File: config.mk
export PLATFORM = sky130hd
export DESIGN_NAME = debounce_edge
export DESIGN_NICKNAME = d
export VERILOG_FILES = /design/src/rtl/debounce_edge.sv
export SDC_FILE = /design/constraint.sdc
export NUM_CORES = 1
export LEC_CHECK = 0
export CORE_AREA = 5 5 42 44
export CTS_CLUSTER_DIAMETER = 150
export CTS_CLUSTER_SIZE = 14
export DETAILED_ROUTE_END_ITERATION = 10
export DIE_AREA = 0 0 47 49
export GPL_ROUTABILITY_DRIVEN = 1
export PLACE_DENSITY_LB_ADDON = 0.12
export SLEW_MARGIN = 20
export SYNTH_ARGS = -nofsm -noshare
export SYNTH_HDL_FRONTEND = slang
export SYNTH_SLANG_ARGS = --single-unit
File: constraint.sdc
create_clock -name clk -period 1.8 [get_ports clk]
set_clock_uncertainty 0.05 [all_clocks]
set_input_delay 0.18 -clock clk [delete_from_list [all_inputs] [get_ports clk]]
set_output_delay 0.18 -clock clk [all_outputs]
set_load 0.02 [all_outputs]
File: src/rtl/debounce_edge.sv
// debounce_edge: per-channel debouncer with registered level, press and release pulses.
// Define DEBOUNCE_REPEAT_EN to add auto-repeat press pulses while a channel is held high.
module debounce_edge #(
  parameter int QUANTITY        = 1,
  parameter int DEBOUNCE_CYCLES = 16,
  parameter int REPEAT_DELAY    = 500,
  parameter int REPEAT_PERIOD   = 100
) (
  input  logic                clk,
  input  logic                rst,
  input  logic [QUANTITY-1:0] syncro,
  output logic [QUANTITY-1:0] stable,
  output logic [QUANTITY-1:0] press,
  output logic [QUANTITY-1:0] released
);
  localparam int CW = $clog2(DEBOUNCE_CYCLES + 1);
  localparam logic [CW-1:0] LAST = CW'(DEBOUNCE_CYCLES - 1);
  if (DEBOUNCE_CYCLES < 1) begin : g_bad
    $error("debounce_edge: DEBOUNCE_CYCLES must be >= 1");
  end
  for (genvar i = 0; i < QUANTITY; i++) begin : g_ch
    logic st, pr, rl, acc, rpt;
    logic [CW-1:0] cnt;
    // cnt holds the number of differing samples already seen, so the Nth one accepts
    assign acc = (syncro[i] != st) && (cnt == LAST);
`ifdef DEBOUNCE_REPEAT_EN
    localparam int HMAX = (REPEAT_DELAY > REPEAT_PERIOD) ? REPEAT_DELAY : REPEAT_PERIOD;
    localparam int HW = $clog2(HMAX + 1);
    logic [HW-1:0] hold;
    logic rep;
    // first target is the initial delay, every later one is the period
    assign rpt = st && !acc && (hold + HW'(1) == (rep ? HW'(REPEAT_PERIOD) : HW'(REPEAT_DELAY)));
    always_ff @(posedge clk or posedge rst) begin
      if (rst) begin
        hold <= '0;
        rep  <= 1'b0;
      end else begin
        hold <= (!st || acc || rpt) ? '0 : hold + HW'(1);
        rep  <= (!st || acc) ? 1'b0 : (rpt ? 1'b1 : rep);
      end
    end
`else
    assign rpt = 1'b0;
`endif
    always_ff @(posedge clk or posedge rst) begin
      if (rst) begin
        st  <= 1'b0;
        pr  <= 1'b0;
        rl  <= 1'b0;
        cnt <= '0;
      end else begin
        pr  <= (acc && !st) || rpt;
        rl  <= acc && st;
        st  <= acc ? !st : st;
        cnt <= (syncro[i] == st || acc) ? '0 : cnt + CW'(1);
      end
    end
    assign stable[i]   = st;
    assign press[i]    = pr;
    assign released[i] = rl;
  end
endmodule
==> results.cfg, run 1 <==
[status]
status = completed

[timing]
drv_slew = 0
fin_crit_ns = 1.56
finalHoldViolCount = 0
fin_tns_setup_ns = 0
worst_pin_slew_ns = 0.520
finalCritPeriodShare_pct = 86.5
rsz0062_at_grt = false
setup_ws_ns = 0.243
relSlewSlack_pct = 65.1
max_freq_ghz = 0.642
setup_viol = 0

[route]
via_count = 240
wl_um = 605
dr.pass1.iters = 1
drt-wirelength-per-cell_um = 11.4
vias_per_cell = 4.53
drc = 0
drt_iter0_markers = 0
antenna_left = 0

[clock_network]
root_buffer = clkbuf_4
clk_latency_ns = 0.25
numCtsBuffers = 3
cts_resized = 0
tritoncts = built
clock_path_buffers = 2
cts_hold_buffers = 0
clock_sinks = 8
postCtsSetupBuffers = 0
cts_max_level = 1
path_clk_slew_ns = 0.05

[flow_run]
drv_cap = 0

[worst_setup_path]
start_kind = flop
crit_buf_inv = 0
r2r-end = g_ch[0].cnt[3]
cp_cell_sequence = ha_1 -> and3_1 -> ha_1 -> o21bai_1 -> nor4_2
required_ns = 1.91
crit_type = flop to flop
crit_top_cell = ha_1
crit_arrival_ns = 1.66
crit_fanout = 5
slowest_delay_ns = 0.40
r2r_start = g_ch[0].cnt[0]
crit_slowest_cell = dfrtp_1
reg2reg_depth = 5
rrSetupSlack_ns = 0.24
endpoint_kind = flop
crit_family = adder cells
crit_start = g_ch[0].cnt[0]

[floorplan]
core_region_area_um2 = 1400
die_h_um = 49
start_util_pct = 24.9
ioPinCount = 6
rows = 14
die_w_um = 47
dieArea_um2 = 2300

[pwr]
clockPowerShare_pct = 38.5
swShare_pct = 21.5
power_density_nw_per_um2 = 789
p_switching_uw = 74.9
peakVddDrop_mv = 0.241
intPower_uw = 273
seqPwrFrac_pct = 54.8
combPwrFrac_pct = 6.7
p_leak_uw = 0.000197

[synth]
ys_seq_area_share_pct = 57.3
ys_top_cells_by_area = dfrtp_1 57%, ha_1 11%, xnor2_1 5.0%
synth_warnings = 0
synth_top_cell_by_area = dfrtp_1
syn-num-nets = 35
syn-instance-count = 29
synth_cell_types = 14
yosysTopAreaCellShare_pct = 57.3
syn_avg_cell_area_um2 = 12.0
ys_seq_elements = 8
netlist_area_um2 = 349

[global_routing]
grt_usage_pct = 5.96
grt_max_degree = 9
overflow = 0
antenna_found_initial = 0
grt_pass1_wl_um = 972
grt_pass1_vias = 243

[layout]
seqCellArea_um2 = 200
utilization_pct = 31.5
fin_cells = 53
nets = 45
num_antenna_cells = 0
multi_input_area_um2 = 138
drive_gt1_share_pct = 10.8
syn_to_final_growth_pct = 26.5
stdcell_area_um2 = 442
fillers = 156

[placement]
routabilityCongestion = 0.698
place_inst = 50
dp_slack_ns = 0.246
dp_hpwl_um = 462
dpl-instance-area_um2 = 419
portBuffers = 5

[min_path]
hp-class = input port to async pin
-- how the worst max path moves through the flow --
stage | end | slack (ns) | depth (start not counted)
final | g_ch[0].cnt[3] | 0.24 | 5
after global routing | g_ch[0].cnt[3] | 0.14 | 5
after CTS | g_ch[0].cnt[3] | 0.22 | 5
after detailed placement | g_ch[0].cnt[3] | 0.25 | 5
after global placement | g_ch[0].cnt[3] | 0.28 | 5
after floorplan | g_ch[0].cnt[3] | 0.37 | 5
-- cells in the mapped netlist --
cell,instances
dfrtp_1,8
xnor2_1,2
o21bai_1,1
and4_1,1
nand2_1,1
and3_1,1
nor2_1,1
ha_1,3
o21ai_0,1
inv_1,3
nor3_1,3
nor3b_1,2
nor4_2,1
a21oi_1,1
-- flip-flops by register name, indices dropped and copies added (netlist names) --
name      flops
g_ch.cnt      5
press         1
released      1
stable        1
-- layer usage --
layer,up-vias,track usage [%],share of wire [%]
li1,118,-,-
met1,118,7.21,45
met2,4,8.37,48
met3,0,2.21,6.6
met4,0,4.15,0
met5,-,0,0
-- stage by stage --
step / power [µW] / hold slack [ns]
2_1_floorplan: 208 / -0.0543
3_3_place_gp: 217 / 0.398
3_5_place_dp: 218 / 0.418
4_1_cts: 356 / 0.141
5_1_grt: 368 / 0.167
6_report: 348 / 0.127
-- layout make-up --
class                   count  area share, %
multi-input cells          18           31.2
inverters                   3           2.55
clock buffers               3           5.10
well taps                  16           4.53
flip-flops and latches      8           45.3
repair buffers              5           11.3
-- placed cells by master (no fill, tap or decap), drive strengths merged, types with 2 or more instances in the layout --
cell type      Yosys  routed
nor3b              2       2
nor3               3       3
clkbuf             0       3
ha                 3       3
dfrtp              8       8
inv                3       3
xnor2              2       2
clkdlybuf4s50      0       5
-- power groups by stage --
stage | Clock (µW) | Combinational, µW | Sequential (µW)
finish | 134 | 23.3 | 191
global route | 150 | 25.9 | 192
CTS | 141 | 23.9 | 191
detailed placement | 0 | 23.8 | 194
global placement | 0 | 22.9 | 194
floorplan | 0 | 15.0 | 193
-- cell families after synthesis --
group,count (synthesis),share of synthesized area [%]
compound gates,3,5.02
xor+xnor,2,5.02
fa+ha+maj,3,10.8
buf+inv,3,3.23
flops,8,57.3
simple gates,10,18.6
-- worst reg2reg max path, cell delays in order, from the launching register on --
cell,delay [ns]
dfrtp_1,0.40
ha_1,0.23
and3_1,0.22
ha_1,0.25
o21bai_1,0.19
nor4_2,0.12
Note: power is estimated with default switching activity, not from simulation.
==> run 2: changes to the inputs <==
GPL_TIMING_DRIVEN = 0   (was not set)
==> results of run 2 <==
Same layout as run 1: the final DEF is identical, and so are final timing and power.
